===== src/rtl/uart_parse_pkg.sv =====
// Byte constants, parser state and byte-class types shared by the UART
// integer-list parser and its digit accumulator.
package uart_parse_pkg;

  localparam logic [7:0] CH_0     = 8'h30;
  localparam logic [7:0] CH_9     = 8'h39;
  localparam logic [7:0] CH_SPACE = 8'h20;
  localparam logic [7:0] CH_TAB   = 8'h09;
  localparam logic [7:0] CH_COMMA = 8'h2C;
  localparam logic [7:0] CH_MINUS = 8'h2D;
  localparam logic [7:0] CH_CR    = 8'h0D;
  localparam logic [7:0] CH_LF    = 8'h0A;

  typedef enum logic [1:0] {S_SEP, S_SIGN, S_NUM, S_ERR} parse_state_e;

  typedef enum logic [2:0] {DIGIT, SEP, MINUS, CR, LF, OTHER} byte_class_e;

  function automatic byte_class_e classify_byte(input logic [7:0] b);
    byte_class_e cls;
    if (b >= CH_0 && b <= CH_9)                              cls = DIGIT;
    else if (b == CH_SPACE || b == CH_TAB || b == CH_COMMA)  cls = SEP;
    else if (b == CH_MINUS)                                  cls = MINUS;
    else if (b == CH_CR)                                     cls = CR;
    else if (b == CH_LF)                                     cls = LF;
    else                                                     cls = OTHER;
    return cls;
  endfunction

endpackage


===== src/rtl/dec_digit_accumulator.sv =====
// Combinational acc*10 + digit step with range check. The accumulator holds a
// magnitude, so negative numbers may reach 2^(VW-1) while positives stop one short.
module dec_digit_accumulator
  import uart_parse_pkg::*;
#(
  parameter int VALUE_WIDTH = 8,
  parameter bit SIGNED_MODE = 1'b0
) (
  input  logic [VALUE_WIDTH-1:0] acc_i,
  input  logic [3:0]             digit_i,
  input  logic                   neg_i,
  output logic [VALUE_WIDTH-1:0] sum_o,
  output logic                   ovf_o
);

  localparam int WW = VALUE_WIDTH + 4;
  localparam logic [WW-1:0] LIM_UNS = {4'b0, {VALUE_WIDTH{1'b1}}};
  localparam logic [WW-1:0] LIM_POS = {5'b0, {(VALUE_WIDTH-1){1'b1}}};
  localparam logic [WW-1:0] LIM_NEG = LIM_POS + WW'(1);

  logic [WW-1:0] wide;
  logic [WW-1:0] limit;

  always_comb begin
    wide = WW'(acc_i) * WW'(10) + WW'(digit_i);
    if (!SIGNED_MODE) limit = LIM_UNS;
    else if (neg_i)   limit = LIM_NEG;
    else              limit = LIM_POS;
    ovf_o = (wide > limit);
    sum_o = wide[VALUE_WIDTH-1:0];
  end

endmodule


===== src/rtl/uart_int_list_parser.sv =====
// Streaming parser turning UART RX bytes into one line of up to MAX_COUNT
// decimal integers, with done/error/busy status for the operand-selection FSMs.
module uart_int_list_parser
  import uart_parse_pkg::*;
#(
  parameter int MAX_COUNT   = 4,
  parameter int VALUE_WIDTH = 8,
  parameter bit ALLOW_SIGN  = 1'b0,
  localparam int CW = $clog2(MAX_COUNT + 1)
) (
  input  logic                             clk,
  input  logic                             rst_n,
  input  logic                             clear,
  input  logic [7:0]                       rx_data,
  input  logic                             rx_valid,
  output logic [MAX_COUNT*VALUE_WIDTH-1:0] values,
  output logic [CW-1:0]                    count,
  output logic                             done,
  output logic                             error,
  output logic                             busy
);

  parse_state_e                     state_q, state_d;
  logic [VALUE_WIDTH-1:0]           acc_q, acc_d;
  logic                             neg_q, neg_d;
  logic [MAX_COUNT*VALUE_WIDTH-1:0] values_q, values_d;
  logic [CW-1:0]                    count_q, count_d;
  logic                             done_q, done_d;
  logic                             error_q, error_d;
  logic                             busy_q, busy_d;

  byte_class_e            cls;
  logic [3:0]             digit;
  logic [VALUE_WIDTH-1:0] acc_next;
  logic                   acc_ovf;
  logic [VALUE_WIDTH-1:0] commit_val;
  logic                   do_commit, do_finish, go_err;

  assign cls        = classify_byte(rx_data);
  assign digit      = rx_data[3:0];
  assign commit_val = neg_q ? (VALUE_WIDTH'(0) - acc_q) : acc_q;

  dec_digit_accumulator #(
    .VALUE_WIDTH (VALUE_WIDTH),
    .SIGNED_MODE (ALLOW_SIGN)
  ) u_acc (
    .acc_i   (acc_q),
    .digit_i (digit),
    .neg_i   (neg_q),
    .sum_o   (acc_next),
    .ovf_o   (acc_ovf)
  );

  always_comb begin
    state_d   = state_q;
    acc_d     = acc_q;
    neg_d     = neg_q;
    values_d  = values_q;
    count_d   = count_q;
    error_d   = error_q;
    busy_d    = busy_q;
    done_d    = 1'b0;
    do_commit = 1'b0;
    do_finish = 1'b0;
    go_err    = 1'b0;

    if (rx_valid) begin
      // Any byte arriving while idle opens a new line and wipes the previous result.
      if (!busy_q) begin
        values_d = '0;
        count_d  = '0;
        error_d  = 1'b0;
        busy_d   = 1'b1;
      end

      if (cls != CR) begin
        case (state_q)
          S_SEP: begin
            case (cls)
              DIGIT: begin
                acc_d   = VALUE_WIDTH'(digit);
                neg_d   = 1'b0;
                state_d = S_NUM;
              end
              MINUS: begin
                if (ALLOW_SIGN) begin
                  neg_d   = 1'b1;
                  state_d = S_SIGN;
                end else begin
                  go_err = 1'b1;
                end
              end
              SEP:     state_d = S_SEP;
              LF:      do_finish = 1'b1;
              default: go_err = 1'b1;
            endcase
          end
          S_SIGN: begin
            if (cls == DIGIT) begin
              acc_d   = VALUE_WIDTH'(digit);
              state_d = S_NUM;
            end else if (cls == LF) begin
              error_d   = 1'b1;
              do_finish = 1'b1;
            end else begin
              go_err = 1'b1;
            end
          end
          S_NUM: begin
            case (cls)
              DIGIT: begin
                if (acc_ovf) go_err = 1'b1;
                else         acc_d  = acc_next;
              end
              SEP: begin
                do_commit = 1'b1;
                state_d   = S_SEP;
              end
              LF: begin
                do_commit = 1'b1;
                do_finish = 1'b1;
              end
              default: go_err = 1'b1;
            endcase
          end
          S_ERR: begin
            if (cls == LF) do_finish = 1'b1;
          end
          default: go_err = 1'b1;
        endcase
      end
    end

    if (do_commit) begin
      if (count_q == CW'(MAX_COUNT)) begin
        error_d = 1'b1;
        if (!do_finish) state_d = S_ERR;
      end else begin
        for (int k = 0; k < MAX_COUNT; k++) begin
          if (count_q == CW'(k)) values_d[k*VALUE_WIDTH +: VALUE_WIDTH] = commit_val;
        end
        count_d = count_q + CW'(1);
      end
    end

    if (go_err) begin
      error_d = 1'b1;
      state_d = S_ERR;
    end

    if (do_finish) begin
      state_d = S_SEP;
      busy_d  = 1'b0;
      done_d  = 1'b1;
    end
  end

  always_ff @(posedge clk or negedge rst_n) begin
    if (!rst_n) begin
      state_q  <= S_SEP;
      acc_q    <= '0;
      neg_q    <= 1'b0;
      values_q <= '0;
      count_q  <= '0;
      done_q   <= 1'b0;
      error_q  <= 1'b0;
      busy_q   <= 1'b0;
    end else if (clear) begin
      state_q  <= S_SEP;
      acc_q    <= '0;
      neg_q    <= 1'b0;
      values_q <= '0;
      count_q  <= '0;
      done_q   <= 1'b0;
      error_q  <= 1'b0;
      busy_q   <= 1'b0;
    end else begin
      state_q  <= state_d;
      acc_q    <= acc_d;
      neg_q    <= neg_d;
      values_q <= values_d;
      count_q  <= count_d;
      done_q   <= done_d;
      error_q  <= error_d;
      busy_q   <= busy_d;
    end
  end

  assign values = values_q;
  assign count  = count_q;
  assign done   = done_q;
  assign error  = error_q;
  assign busy   = busy_q;

endmodule


===== config.mk =====
export PLATFORM = sky130hd
export DESIGN_NAME = uart_int_list_parser
export DESIGN_NICKNAME = d
export VERILOG_FILES = /design/src/rtl/uart_parse_pkg.sv /design/src/rtl/dec_digit_accumulator.sv /design/src/rtl/uart_int_list_parser.sv
export SDC_FILE = /design/constraint.sdc
export NUM_CORES = 1
export LEC_CHECK = 0
export CAP_MARGIN = 0
export CORE_ASPECT_RATIO = 0.75
export CORE_UTILIZATION = 40
export CTS_CLUSTER_DIAMETER = 200
export DETAILED_ROUTE_END_ITERATION = 8
export HOLD_SLACK_MARGIN = 0.08
export PLACE_DENSITY = 0.74
export SLEW_MARGIN = 30
export SYNTH_ARGS = -nofsm -noshare
export SYNTH_HDL_FRONTEND = slang
export SYNTH_SLANG_ARGS = --single-unit

===== constraint.sdc =====
create_clock -name clk -period 4.8 [get_ports clk]
set_input_delay 1.2 -clock clk [delete_from_list [all_inputs] [get_ports clk]]
set_output_delay 1.2 -clock clk [all_outputs]
set_load 0.02 [all_outputs]

==> metrics.txt <==
Rows 27; Slew HR 50.46%; Syn Nets 341; final hold vios 0; CTS tree yes; status finished clean; DRT Pass-1 Iters 4; design area between 3000 and 4000 um^2; H-tree depth 2; Max Cap Viol 0; ant diodes 0; vias in the first global route ~2200; cts bufs inserted 5; flip-flop and latch area 1201 um^2; crit-path max FO 8; top cells by area, synth dfrtp_1 39%, mux2i_1 13%, ha_1 8.2%, and2_1 6.5%, nor2_1 6.1%; worst clock skew 0.006207 ns; Starting DRT DRC Count 139; Leakage approximately 2 nW; critical path start-end classification primary input to register; initial core utilization 41.54%; Synth top cells by count 50 x nor2_1, 48 x dfrtp_1, 39 x mux2i_1; DIE AREA about 8000 um^2; gr usage total 18.62%; RR Startpoint acc_q[1]; # hold bufs at CTS 0; placer congestion estimate 0.8129; Cells after Synth 307; crit path DAT 3.80 ns; largest net degree at the start of global routing 53; WHS Path Cells 2; crit start category primary input; setup TNS 0 ns; chip width 103.0 um; Worst IR Drop VDD 0.1075 mV; share of layout cells above drive strength 1 7.283%; maximum root-to-sink buffer count 2; most common cell in the netlist nor2_1; CTS Sinks 48; area of the multi-input gates between 1500 and 2000 um^2; count of flip-flops with a built-in enable after synthesis 0; DP Worst Slack 0.8969 ns; Root Driver clkbuf_8; Tmin final 3.599 ns; Cell Area, Synth 3059 um^2; clk_lat worst skew 0.31 ns; post-DP HPWL 5.014 mm; RSZ-0062 raised after global routing no; final WL 7.082 mm; die height 77.74 um; clk slew on worst S/H paths about 0.09 ns; Fill cells 698; sequential-to-total area share from yosys stat 39.26%; Synth Flop Type dfrtp_1; Vias per Instance about 5.2; routed via count 2401; Core Area 7365 um^2; final number of setup-violating endpoints 0; initial antenna violation count 0; worst-margin pin slew about 0.74 ns; area share of the largest cell type after synthesis between 30% and 40%; Crit. Startpoint rx_data[1]; grt ovf 0; CTS resizes 0; first-pass GRT wire length 11.14 mm; Synth-to-Final Area Change 23.56%; DR WL/cell 15.46 um; Antenna Nets Post-Route 0; postcts setup bufs 0; nets 390; # DRC 0; leading area contributor after synthesis dfrtp_1; WP data required 5.00 ns; io pins 50; Synth cell types 50; #FFs+latches synth between 40 and 50; synth warn 0; Post-DP Area 3654 um^2; P per Cell Area 212.6 nW/um^2; HP Class register to register; Worst Reg-to-Reg Cells 9; Worst Setup End Kind register; top achievable clock speed 277.8 MHz; port buffer count 49; hold path startpoint busy; syn_area_per_cell between 9 and 10 um^2; PnR worst setup slack 1.201 ns; Final Cycle Share between 70% and 80%; Slew Viols, Final 0; ys async rst share between 90% and 100%
-- worst max-delay path, cell delays in order --
cell and delay [ns]:
clkdlybuf4s50_1 0.56, ha_1 0.31, fa_1 0.41, a21oi_1 0.25, nand3_1 0.10, mux2i_1 0.30, a41oi_4 0.30, mux2_4 0.36
-- cell families after synthesis --
group | after synthesis | synth area share [%]
xor gates and xnor gates | 7 | 2.004
AOI/OAI and AO/OA | 29 | 7.853
and+or+nand+nor | 144 | 25.44
buffers and inverters | 15 | 1.841
muxes | 42 | 14.11
DFF | 48 | 39.26
adders and majority gates | 22 | 9.489
-- area by class of cell --
| cell class | count | share of cell area [%] |
|---|---|---|
| sequential | 48 | 31.78 |
| clock buffer | 7 | 2.549 |
| inverter | 7 | 0.6951 |
| clock inverter | 1 | 0.7944 |
| timing repair buffer | 50 | 13.11 |
| multi-input combinational | 244 | 47.73 |
| tap | 101 | 3.343 |
-- stage by stage --
stage	util, %	power, mW	hold WS, ns	cells
floorplan	-	0.4549	0.5889	307
global placement	49.54	0.4878	0.4974	450
detailed placement	49.61	0.4894	0.5070	450
CTS	51.33	0.8078	0.5289	458
global route	51.33	0.8360	0.5719	458
finish	51.33	0.8035	0.5297	458
-- metal layers --
metal,wire length [um],vias up,global-route usage [%]
met5,0,-,0
met4,68,0,4.507
met3,304,6,4.324
met2,3264,65,28.47
met1,3445,1168,26.55
li1,-,1162,-
-- placed cells by master, fill, tap and decap left out, drive strengths merged, types with 2 or more instances in the layout --
master	netlist	final
nor2	51	51
xnor2	5	5
a211o	2	2
mux2i	39	39
a31oi	3	3
nand3	7	7
ha	20	20
a21o	2	2
and2	33	33
clkbuf	8	7
nor2b	6	6
or2	4	4
clkdlybuf4s50	0	48
xor2	2	2
fa	2	2
nand2b	10	10
nand2	14	14
o21ai	3	3
mux2	3	3
dfrtp	48	48
inv	7	7
nand4	7	7
nor3	4	4
buf	0	2
a21oi	8	8
-- state kept, by name (all words and copies together) (netlist names) --
register / flops
acc_q: 8
count: 3
error: 1
done: 1
values: 32
busy: 1
state_q: 2
-- where the power goes --
group,switching (mW),internal [mW]
Sequential,0.00545,0.407
Combinational,0.0435,0.0250
Clock,0.139,0.184
Total,0.188,0.616
-- path summary, 6_finish.rpt --
kind                         endpoint  slack (ns)
min in group asynchronous  values[27]        0.90
setup reg to reg             acc_q[2]        1.48
hold reg to reg                  busy        0.53
hold / removal                   busy        0.53
max in group asynchronous    count[1]        3.49
setup / recovery             acc_q[2]        1.20
(Power assumes the default switching activity.)
